## config.mk

```make
export PLATFORM = sky130hd
export DESIGN_NAME = perf_monitor_flat
export DESIGN_NICKNAME = d
export VERILOG_FILES = /design/src/rtl/perf_monitor_if.sv /design/src/rtl/perf_monitor.sv /design/src/flat_wrapper.sv
export SDC_FILE = /design/constraint.sdc
export NUM_CORES = 1
export LEC_CHECK = 0
export CAP_MARGIN = 40
export CORE_MARGIN = 2
export CORE_UTILIZATION = 60
export DETAILED_ROUTE_END_ITERATION = 10
export GPL_ROUTABILITY_DRIVEN = 0
export PLACE_DENSITY = 0.76
export SLEW_MARGIN = 15
export SYNTH_ARGS = -nofsm -noshare
export SYNTH_HDL_FRONTEND = slang
export SYNTH_SLANG_ARGS = --single-unit
```

## constraint.sdc

```tcl
create_clock -name clk -period 8.4 [get_ports clk]
set_input_delay 1.68 -clock clk [delete_from_list [all_inputs] [get_ports clk]]
set_output_delay 1.68 -clock clk [all_outputs]
set_load 0.01 [all_outputs]
```

## src/rtl/perf_monitor_if.sv

```systemverilog
// Signal bundle between a CPU-side observer/driver and the performance monitor.
// The master drives the observed CPU signals, start and the readout select;
// the slave (the monitor) returns the selected count and status flags.
interface perf_monitor_if #(
    parameter int PC_WIDTH  = 10,
    parameter int CNT_WIDTH = 32,
    parameter int N_EXT     = 2
);
    localparam int NUM_CNT = 4 + N_EXT;
    localparam int SEL_W   = $clog2(NUM_CNT);
    localparam int EXT_W   = (N_EXT > 0) ? N_EXT : 1;

    logic                 start;
    logic [PC_WIDTH-1:0]  pc;
    logic                 read;
    logic                 write;
    logic                 halted;
    logic [EXT_W-1:0]     ext_event;
    logic [SEL_W-1:0]     sel;
    logic [CNT_WIDTH-1:0] count_out;
    logic [NUM_CNT-1:0]   overflow;
    logic                 running;
    logic                 done;

    modport master (
        output start, pc, read, write, halted, ext_event, sel,
        input  count_out, overflow, running, done
    );

    modport slave (
        input  start, pc, read, write, halted, ext_event, sel,
        output count_out, overflow, running, done
    );
endinterface

```

## src/rtl/perf_monitor.sv

```systemverilog
// Performance monitor: counts cycles, retired instructions, memory reads,
// memory writes and N_EXT generic events over one program run (start..halt).
// Counters saturate with sticky overflow flags; values are read back through
// a registered select port with one cycle of latency.
module perf_monitor #(
    parameter int PC_WIDTH  = 10,
    parameter int CNT_WIDTH = 32,
    parameter int N_EXT     = 2
) (
    input  logic          clk,
    input  logic          reset,
    perf_monitor_if.slave bus
);
    localparam int NUM_CNT = 4 + N_EXT;
    localparam int SEL_W   = $clog2(NUM_CNT);
    localparam logic [CNT_WIDTH-1:0] CNT_MAX = '1;

    typedef enum logic [1:0] {
        IDLE = 2'd0,
        RUN  = 2'd1,
        DONE = 2'd2
    } state_t;

    state_t               state_reg;
    state_t               state_next;
    logic [CNT_WIDTH-1:0] cnt_reg [NUM_CNT];
    logic [NUM_CNT-1:0]   ovf_reg;
    logic [NUM_CNT-1:0]   inc;
    logic [PC_WIDTH-1:0]  last_pc_reg;
    logic                 first_flag_reg;
    logic [CNT_WIDTH-1:0] count_out_reg;
    logic [CNT_WIDTH-1:0] read_val;
    logic                 running_reg;
    logic                 done_reg;

    // Per-counter increment requests for the current cycle (only honoured in RUN).
    assign inc[0] = 1'b1;
    assign inc[1] = first_flag_reg || (bus.pc != last_pc_reg);
    assign inc[2] = bus.read;
    assign inc[3] = bus.write;

    generate
        for (genvar gi = 0; gi < N_EXT; gi++) begin : g_ext_inc
            assign inc[4+gi] = bus.ext_event[gi];
        end
    endgenerate

    // Next-state logic: start always (re)arms a run and beats halted.
    always_comb begin
        state_next = state_reg;
        case (state_reg)
            IDLE:    if (bus.start) state_next = RUN;
            RUN: begin
                if (bus.start)       state_next = RUN;
                else if (bus.halted) state_next = DONE;
            end
            DONE:    if (bus.start) state_next = RUN;
            default: state_next = IDLE;
        endcase
    end

    // State register plus registered status flags that mirror it.
    always_ff @(posedge clk) begin
        if (reset) begin
            state_reg   <= IDLE;
            running_reg <= 1'b0;
            done_reg    <= 1'b0;
        end else begin
            state_reg   <= state_next;
            running_reg <= (state_next == RUN);
            done_reg    <= (state_next == DONE);
        end
    end

    // Instruction-retire tracking: a new pc value (or the first RUN cycle) retires one.
    always_ff @(posedge clk) begin
        if (reset) begin
            last_pc_reg    <= '0;
            first_flag_reg <= 1'b1;
        end else if (bus.start) begin
            first_flag_reg <= 1'b1;
        end else if (state_reg == RUN) begin
            last_pc_reg    <= bus.pc;
            first_flag_reg <= 1'b0;
        end
    end

    // Saturating counters with sticky overflow; start clears them from any state.
    always_ff @(posedge clk) begin
        if (reset || bus.start) begin
            for (int i = 0; i < NUM_CNT; i++) begin
                cnt_reg[i] <= '0;
            end
            ovf_reg <= '0;
        end else if (state_reg == RUN) begin
            for (int i = 0; i < NUM_CNT; i++) begin
                if (inc[i]) begin
                    if (cnt_reg[i] == CNT_MAX) begin
                        ovf_reg[i] <= 1'b1;
                    end else begin
                        cnt_reg[i] <= cnt_reg[i] + 1'b1;
                    end
                end
            end
        end
    end

    // Readout mux; out-of-range selects yield zero.
    always_comb begin
        read_val = '0;
        for (int i = 0; i < NUM_CNT; i++) begin
            if (bus.sel == SEL_W'(i)) begin
                read_val = cnt_reg[i];
            end
        end
    end

    // Registered readout: shows counter contents before this edge's increment.
    always_ff @(posedge clk) begin
        if (reset) begin
            count_out_reg <= '0;
        end else begin
            count_out_reg <= read_val;
        end
    end

    assign bus.count_out = count_out_reg;
    assign bus.overflow  = ovf_reg;
    assign bus.running   = running_reg;
    assign bus.done      = done_reg;
endmodule
```

## src/flat_wrapper.sv

```systemverilog
// flat-port wrapper written by rule: the top's interface ports become plain ports
module perf_monitor_flat 
#(
    parameter int PC_WIDTH  = 10,
    parameter int CNT_WIDTH = 32,
    parameter int N_EXT     = 2
)
  (clk, reset, bus_start, bus_pc, bus_read, bus_write, bus_halted, bus_ext_event, bus_sel, bus_count_out, bus_overflow, bus_running, bus_done);
  perf_monitor_if #(.PC_WIDTH(PC_WIDTH), .CNT_WIDTH(CNT_WIDTH), .N_EXT(N_EXT)) bus_i ();
  input  logic clk;
  input  logic reset;
  input wire logic [$bits(bus_i.start)-1:0] bus_start;
  input wire logic [$bits(bus_i.pc)-1:0] bus_pc;
  input wire logic [$bits(bus_i.read)-1:0] bus_read;
  input wire logic [$bits(bus_i.write)-1:0] bus_write;
  input wire logic [$bits(bus_i.halted)-1:0] bus_halted;
  input wire logic [$bits(bus_i.ext_event)-1:0] bus_ext_event;
  input wire logic [$bits(bus_i.sel)-1:0] bus_sel;
  output wire logic [$bits(bus_i.count_out)-1:0] bus_count_out;
  output wire logic [$bits(bus_i.overflow)-1:0] bus_overflow;
  output wire logic [$bits(bus_i.running)-1:0] bus_running;
  output wire logic [$bits(bus_i.done)-1:0] bus_done;
  assign bus_i.start = bus_start;
  assign bus_i.pc = bus_pc;
  assign bus_i.read = bus_read;
  assign bus_i.write = bus_write;
  assign bus_i.halted = bus_halted;
  assign bus_i.ext_event = bus_ext_event;
  assign bus_i.sel = bus_sel;
  assign bus_count_out = bus_i.count_out;
  assign bus_overflow = bus_i.overflow;
  assign bus_running = bus_i.running;
  assign bus_done = bus_i.done;
  perf_monitor #(.PC_WIDTH(PC_WIDTH), .CNT_WIDTH(CNT_WIDTH), .N_EXT(N_EXT)) u_core (.clk(clk), .reset(reset), .bus(bus_i));
endmodule
```

## Yosys cells after proc, flatten, opt, wreduce, memory -nomap -nowiden

Memories as Yosys holds them, arrays and structs flattened.
Index checks and enable logic that the tools add are counted.

| cells by class | value |
|---|---|
| add/subtract/negate cells | 6 |
| $mul | 0 |
| divide/modulo/power cells | 0 |
| order comparisons | 0 |
| equality and inequality tests | 16 |
| shift-type cells | 0 |
| muxes and demuxes | 47 |
| bitwise operators | 7 |
| reduce and logical (&&, ||, !) cells | 13 |

Operators with widths:

| operator | number |
|---|---|
| 2-to-1 mux 32 bit | 12 |
| adder 32 x 1 -> 32 bit (second input constant) | 6 |
| equality test 32 bit (second input constant) | 6 |
| 2-to-1 mux 1 bit | 31 |
| AND reduction 3 bit | 5 |
| inequality test 10 bit | 1 |
| equality test 3 x 2 -> 1 bit (second input constant) | 2 |
| equality test 3 bit (second input constant) | 2 |
| 2-to-1 mux 2 bit | 3 |
| OR 1 bit | 6 |
| equality test 2 x 1 -> 1 bit (second input constant) | 2 |
| equality test 2 bit (second input constant) | 2 |
| one-hot mux 2 bit (2 select lines) | 1 |
| AND reduction 2 bit | 2 |
| OR reduction 2 bit | 2 |
| equality test 3 x 1 -> 1 bit (second input constant) | 1 |
| logical NOT 3 bit | 1 |
| logical NOT 2 bit | 1 |
| logical OR 1 bit | 2 |
| inverter 1 bit | 1 |

| storage, ports and cells | value |
|---|---|
| flip-flop bits (word level) | 53 |
| latch bits | 0 |
| RAM bits | 192 |
| bits in read-only memories | 0 |
| input port bits | 21 |
| output and inout bits | 40 |
| logic and storage cells | 102 |
| memories | 1 |

Memories:

| name | depth | bits a word | rd ports | clocked after memory_dff | write ports | line | RTL |
|---|---|---|---|---|---|---|---|
| u_core.cnt_reg | 6 | 32 | 6 | 0 | 6 | perf_monitor.sv:26 | `logic [CNT_WIDTH-1:0] cnt_reg [NUM_CNT];` |

## Longest topological paths before layout

Gate-level depths: netlist of run 1.
An unclocked memory read counts as a cell.

| logic depth | value |
|---|---|
| word-level depth | 8 |
| gate-level depth with buffers | 8 |
| gate-level depth less buffers | 6 |

## Worst setup path after synthesis of run 1

No wires, ideal clock.

| path | value |
|---|---|
| path kind | in2reg |
| start point | input bus_ext_event[1] |
| end point | memory u_core.cnt_reg[5][0] (netlist: u_core.cnt_reg[0][160]) (enable) |
| arrival time | 4.025 ns |
| data required time | 7.934 ns |
| slack | 3.910 ns |
| cell stages on the path | 2 |
| buffers on the path | 0 |
| cell sequence | nand2_1 > o21ai_0 |

RTL lines:

| element | line | RTL |
|---|---|---|
| start: declaration | flat_wrapper.sv:17 | `input wire logic [$bits(bus_i.ext_event)-1:0] bus_ext_event;` |
| end: declaration | perf_monitor.sv:26 |  |

## Worst setup path in the final report of run 1

| path | value |
|---|---|
| start point | input bus_sel[2] |
| end point | register u_core.count_out_reg[16] (netlist: u_core.bus.count_out[16]) |

| between the ends | value |
|---|---|
| word-level cells in the longest chain between the ends | 7 |
| elaborated cells between the ends (all ways) | 12 |
| those cells by class | 5 x eq/ne; 6 x mux; 1 x reduce/logical |

Ends and longest elaborated chain:

| element | line | RTL |
|---|---|---|
| start: declaration | flat_wrapper.sv:18 | `input wire logic [$bits(bus_i.sel)-1:0] bus_sel;` |
| logical NOT 3 bit | perf_monitor.sv:112 | `if (bus.sel == SEL_W'(i)) begin` |
| 2-to-1 mux 32 bit (5 in series) | perf_monitor.sv:112 |  |
| 2-to-1 mux 32 bit * | perf_monitor.sv:112 |  |
| end signal: assignment | perf_monitor.sv:123 | `count_out_reg <= read_val;` |
| end: declaration | perf_monitor.sv:31 | `logic [CNT_WIDTH-1:0] count_out_reg;` |

Every way passes the cells marked *; elsewhere a longest branch is shown, timed or not.
A chain may end at the register's enable or synchronous reset.

==> metrics.csv, run 1 <==
metric,value,unit
portBuffers,60,
cts_sinks,245,
startpoint_type,input port,
skew,0.01898,ns
combPwrFrac,6.1,%
post_cts.repair.setup_buffers,0,
netlist_instances,1248,
dr.pass1.iters,7,
insertedDiodeCount,0,
dp_hpwl,23970,µm
rsz0062_at_grt,false,
final_common_cell,nor2_1,
synth.yosys.seq_area_share,52.33,%
largest_reg_flops,192,
switching_power,0.6686,mW
clk_pin_slew,0.06,ns
grtUsageTotal,29.76,%
ir_drop,0.1475,mV
worst_pin_slew,0.8741,ns
fmax,266.4,MHz
area_growth_syn_to_layout,13.75,%
antenna_found_initial,0,
clockRootBuffer,clkbuf_16,
wl_met1,14200,µm
status,"finished, final reports clean",
insertion_delay,0.54,ns
cp.arrival,4.20,ns
finalSetupTns,0,ns
num_vias,10250,
relSlewSlack,41.73,%
drc,0,
setup_viol,0,
met2_length,14900,µm
cts_resized,0,
die_x,151.5,µm
final_area,14840,µm²
p_clk_share,42.3,%
power.density,189.6,nW/µm²
pwr-share-seq,51.6,%
synth_warnings,0,
initialDrtViolationCount,1142,
hold_viol,0,
final.period_utilization,44.68,%
synth-seq-cells,245,
swShare,23.76,%
grt_pass1_wl,51780,µm
core-area,21150,µm²
endpoint_kind,flip-flop,
num_io_pins,61,
hold_path_class,flip-flop to flip-flop,
grt_pass1_vias,9141,
cap_violations,0,
layout-drive-gt1-share,8.384,%
cp_max_fo,25,
syn-num-nets,1275,
critPathRequiredTime,8.85,ns
drv_slew,0,
die_y,151.5,µm
nets,1331,
setup.worst_path.class,input port to flip-flop,
cts_max_level,1,
drt_wl_total,34100,µm
wl_per_cell,21.32,µm
avgSynthCellArea,10.45,µm²
p_total,2.814,mW
die_area,22940,µm²
critical-path-slowest-cell,and2_1,
synth_ff_type,edfxtp_1,
row_count,53,
synth.distinct_cells,55,
holdBufCountCts,0,
grt_max_degree,50,
worstPathCellList,clkdlybuf4s50_1 > clkinv_1 > nor2_2 > and2_1 > a22oi_1 > a31oi_1,
layout_common_cells,"nor2_1, edfxtp_1, xor2_1",
place_area,13920,µm²
slowest_delay,0.76,ns
cts_inserted_buffers,26,
syn-cell-area,13050,µm²
async_flop_share,0,%
postRouteAntennaNets,0,
routed_via_density,6.412,
fin_crit,3.753,ns
clk_path_buf_depth,3,
gr-total-overflow,0,
initial_core_util,61.67,%
synth-edff-count,192,
p_leak,4.887,nW
p_int,2.146,mW
cts_tree,done,
wl_met3,3552,µm
holdWs,0.4581,ns
top_layer_used,met4,
[through the flow]
stage	setup slack [ns]	utilization [%]	std cells
after floorplan	3.910	-	1248
after global placement	4.040	65.42	1543
after detailed placement	4.179	65.81	1550
after CTS	4.716	70.06	1598
after global routing	4.576	70.15	1599
final	4.647	70.15	1599
[per-layer routing]
| metal | up-vias | global-route usage (%) |
|---|---|---|
| met3 | 68 | 5.659 |
| met2 | 540 | 44.14 |
| met1 | 4961 | 43.40 |
| met5 | - | 0 |
| li1 | 4684 | - |
| met4 | 0 | 11.78 |
[Yosys cell counts, drive strengths merged (20+ instances only)]
master / instances / area share, %
and3: 30 / 1.4
dfxtp: 53 / 8.1
nand3: 85 / 3.5
a21oi: 21 / 0.81
xor2: 131 / 8.8
buf: 29 / 1.4
and4: 20 / 1.3
xnor2: 50 / 3.4
nor2: 219 / 6.3
nand2: 79 / 2.3
a22oi: 82 / 4.7
edfxtp: 192 / 44
o21ai: 22 / 0.84
inv: 20 / 0.58
clkbuf: 27 / 0.78
nor3: 31 / 1.4
a31oi: 27 / 1.3
nand4: 53 / 2.7
[area by class of cell]
class	count	area, µm²
clock inverters	8	40.04
well taps	275	344.1
multi-input cells	925	5866
repair buffers	85	825.8
fillers	1536	6314
clock buffers	40	859.6
flip-flops and latches	245	6827
inverters	21	78.83
[worst max-delay path, delay by kind of cell]
kind | cells | cell delay (ns)
buf+inv | 2 | 0.96
compound gates | 2 | 0.44
simple gates | 2 | 1.11
[cells by family (layout without fill, tap and decap cells)]
| kind of cell | Yosys count | after routing | synth area share (%) |
|---|---|---|---|
| and+or+nand+nor | 560 | 560 | 21.51 |
| adders and majority gates | 6 | 6 | 0.5754 |
| buffers and inverters | 78 | 154 | 3.059 |
| muxes | 14 | 14 | 1.813 |
| AOI/OAI and AO/OA | 164 | 164 | 8.564 |
| xor gates and xnor gates | 181 | 181 | 12.15 |
| DFF | 245 | 245 | 52.33 |
[power groups by stage]
stage,Combinational (mW),Sequential (mW),Clock (mW)
6_report,0.173,1.45,1.19
5_1_grt,0.186,1.46,1.24
4_1_cts,0.170,1.45,1.19
3_5_place_dp,0.168,1.47,0
3_3_place_gp,0.163,1.47,0
2_1_floorplan,0.108,1.45,0
[path summary, 6_finish.rpt]
check | startpoint | end | slack [ns] | cells past startpoint
worst max-delay path | bus_sel[2] | u_core.bus.count_out[16]$_SDFF_PP0_ | 4.65 | 6
worst min-delay path | u_core.first_flag_reg$_SDFFE_PP1P_ | u_core.first_flag_reg$_SDFFE_PP1P_ | 0.46 | 2
worst max register to register | u_core.cnt_reg[0][128]$_SDFFCE_PN0P_ | u_core.cnt_reg[0][152]$_SDFFCE_PN0P_ | 5.47 | 7
worst min register to register | u_core.first_flag_reg$_SDFFE_PP1P_ | u_core.first_flag_reg$_SDFFE_PP1P_ | 0.46 | 2
Note: power is estimated with default switching activity, not from simulation.
==> run 2: changes to the inputs <==
==> constraint.sdc (replaced) <==
create_clock -name clk -period 3.9 [get_ports clk]
set_input_delay 0.78 -clock clk [delete_from_list [all_inputs] [get_ports clk]]
set_output_delay 0.78 -clock clk [all_outputs]
set_load 0.01 [all_outputs]
==> run 2 against run 1 <==
  * Register-to-register slack got worse by 4.4 ns
  * Hold slack got worse by 0.0055 ns
  * Highest routed layer unchanged
  * Non-clock buffer count grew 10
  * Largest power group unchanged
  * Global-route usage is 1.1 points higher
  * Combinational power up 120%
  * Final area increased by 0.35%
==> metrics.csv, run 2 (synthesis results as in run 1) <==
metric,value,unit,change
switching_power,1.448,mW,was 0.6686 mW
utilization,70.40,%,was 70.15%
drt_wl_total,35040,µm,was 34100 µm
ir_drop,0.3496,mV,was 0.1475 mV
portBuffers,60,,unchanged
status,"finished, final reports clean",,unchanged
drv_slew,0,,unchanged
critPathRequiredTime,4.19,ns,was 8.85 ns
n_fill_cell,1563,,was 1536
row_count,53,,unchanged
finalSetupTns,0,ns,unchanged
worstPathCellList,ha_1 > nand4_1 > nor3_1 > buf_4 > nand4_1 > nand3_1 > buf_4 > nor2_1,,was clkdlybuf4s50_1 > clkinv_1 > nor2_2 > and2_1 > a22oi_1 > a31oi_1
worstReg2RegStart,u_core.cnt_reg[0][64]$_SDFFCE_PN0P_,,was u_core.cnt_reg[0][128]$_SDFFCE_PN0P_
wl_per_cell,21.75,µm,was 21.32 µm
place_area,13980,µm²,was 13920 µm²
cp-startpoint,u_core.cnt_reg[0][64]$_SDFFCE_PN0P_,,was bus_sel[2]
setup_viol,0,,unchanged
initialDrtViolationCount,1108,,was 1142
power.density,410.6,nW/µm²,was 189.6 nW/µm²
final_common_cell,nor2_1,,unchanged
holdBufCountCts,0,,unchanged
grt_busiest_layer,met2,,unchanged
fmax,355.9,MHz,
min_to,u_core.first_flag_reg$_SDFFE_PP1P_,,unchanged
dr.pass1.iters,5,,was 7
skew,0.01705,ns,was 0.01898 ns
hold_start,u_core.first_flag_reg$_SDFFE_PP1P_,,unchanged
grt_max_degree,47,,was 50
startpoint_type,flip-flop,,was input port
cts_max_level,1,,unchanged
gr-usage-met2,50.32,%,was 44.14%
routed_via_density,6.439,,was 6.412
gr-total-overflow,0,,unchanged
cap_violations,0,,unchanged
combPwrFrac,6.2,%,was 6.1%
relSlewSlack,42.42,%,was 41.73%
use_met1,42.96,%,was 43.40%
post_cts.repair.setup_buffers,0,,unchanged
critPathBufInv,2,,unchanged
worst_pin_slew,0.8601,ns,was 0.8741 ns
reg2reg_slack,1.09,ns,was 5.47 ns
core-area,21150,µm²,unchanged
p_clk_share,42.8,%,was 42.3%
postRouteAntennaNets,0,,unchanged
cts_tree,done,,unchanged
grt_pass1_wl,54160,µm,was 51780 µm
cp_max_fo,16,,was 25
die_y,151.5,µm,unchanged
cts_sinks,245,,unchanged
slowest_delay,0.50,ns,was 0.76 ns
num_io_pins,61,,unchanged
rsz0062_at_grt,false,,unchanged
setup.worst_path.class,flip-flop to flip-flop,,was input port to flip-flop
insertion_delay,0.54,ns,about the same
cpLargestDelayFamily,simple AND/OR/NAND/NOR gates,,unchanged
hold_path_class,flip-flop to flip-flop,,unchanged
cts_resized,0,,unchanged
grt_pass1_vias,9529,,was 9141
cp.arrival,3.10,ns,was 4.20 ns
hold_depth,2,,unchanged
layout-drive-gt1-share,9.132,%,was 8.384%
final_area,14890,µm²,was 14840 µm²
fin_crit,2.810,ns,
die_x,151.5,µm,unchanged
cts_inserted_buffers,27,,was 26
largest_reg_flops,192,,unchanged
clockRootBuffer,clkbuf_16,,unchanged
drc,0,,unchanged
initial_core_util,61.67,%,unchanged
grtUsageTotal,30.82,%,was 29.76%
final.period_utilization,72.05,%,
rr_worst_depth,8,,was 7
endpoint_kind,flip-flop,,unchanged
clk_path_buf_depth,3,,unchanged
pwr-share-seq,51.1,%,was 51.6%
num_vias,10370,,was 10.25k
insertedDiodeCount,0,,unchanged
die_area,22940,µm²,unchanged
p_int,4.667,mW,was 2.146 mW
regToRegEndpoint,u_core.cnt_reg[0][91]$_SDFFCE_PN0P_,,was u_core.cnt_reg[0][152]$_SDFFCE_PN0P_
p_leak,4.927,nW,was 4.887 nW
layout_common_cells,"nor2_1, edfxtp_1, xor2_1",,unchanged
nets,1342,,was 1331
dp_hpwl,24580,µm,was 23970 µm
clk_pin_slew,0.06,ns,about the same
hold_viol,0,,unchanged
area_growth_syn_to_layout,14.16,%,was 13.75%
grt_util_met3,5.090,%,was 5.659%
antenna_found_initial,0,,unchanged
critical-path-slowest-cell,nand3_1,,was and2_1
swShare,23.68,%,was 23.76%
seq_area,6827,µm²,unchanged
multi_input_area,5866,µm²,unchanged
-- run 2: changes by cell type in the layout (fill, tap and decap cells not counted), sizes merged --
cell	change
buf	+10
clkinv	-1
clkdlybuf4s18	-1
bufinv	+2
inv	+2
-- run 2: area by class of cell --
class	count	area share, %
Inverter	21	0.5293
Sequential cell	245	45.84
Multi-Input combinational cell	925	39.39
Timing Repair Buffer	95	5.814
Tap cell	275	2.310
Clock inverter	11	0.7309
Clock buffer	39	5.394
-- run 2: how the worst max path moves through the flow --
stage	to	slack [ns]	cells past startpoint
after floorplan	u_core.cnt_reg[0][160]$_SDFFCE_PN0P_	0.05	6
after global placement	u_core.cnt_reg[0][93]$_SDFFCE_PN0P_	1.00	7
final	u_core.cnt_reg[0][91]$_SDFFCE_PN0P_	1.09	8
after global routing	u_core.cnt_reg[0][78]$_SDFFCE_PN0P_	0.92	8
after detailed placement	u_core.bus.count_out[6]$_SDFF_PP0_	0.90	7
after CTS	u_core.cnt_reg[0][91]$_SDFFCE_PN0P_	1.08	8
-- run 2: power groups by stage --
stage                     Clock, mW  Combinational (mW)  Sequential, mW
after floorplan                   0               0.233            3.11
after global placement            0               0.362            3.17
after detailed placement          0               0.371            3.17
after CTS                      2.63               0.375            3.12
after global routing           2.74               0.408            3.13
final                          2.61               0.377            3.12
-- run 2: stage by stage --
step | cells | worst slack [ns] | power [mW] | hold WS, ns
4_1_cts | 1611 | 1.077 | 6.117 | 0.4570
3_3_place_gp | 1558 | 1.003 | 3.527 | 0.4419
3_5_place_dp | 1561 | 0.8963 | 3.538 | 0.4472
5_1_grt | 1611 | 0.9198 | 6.280 | 0.4948
2_1_floorplan | 1248 | 0.05024 | 3.346 | 0.4226
6_report | 1611 | 1.090 | 6.115 | 0.4526
-- run 2: worst register-to-register path, cell delays in order (launching register included) --
cell and delay, ns:
edfxtp_1 0.48, ha_1 0.25, nand4_1 0.15, nor3_1 0.31
buf_4 0.26, nand4_1 0.18, nand3_1 0.50, buf_4 0.33
nor2_1 0.10
-- run 2: routing by layer --
layer | part of all wire [%] | wire (µm)
met1 | 40 | 14190
met2 | 47 | 16560
met3 | 9.0 | 3158
met4 | 3.2 | 1137
met5 | 0 | 0
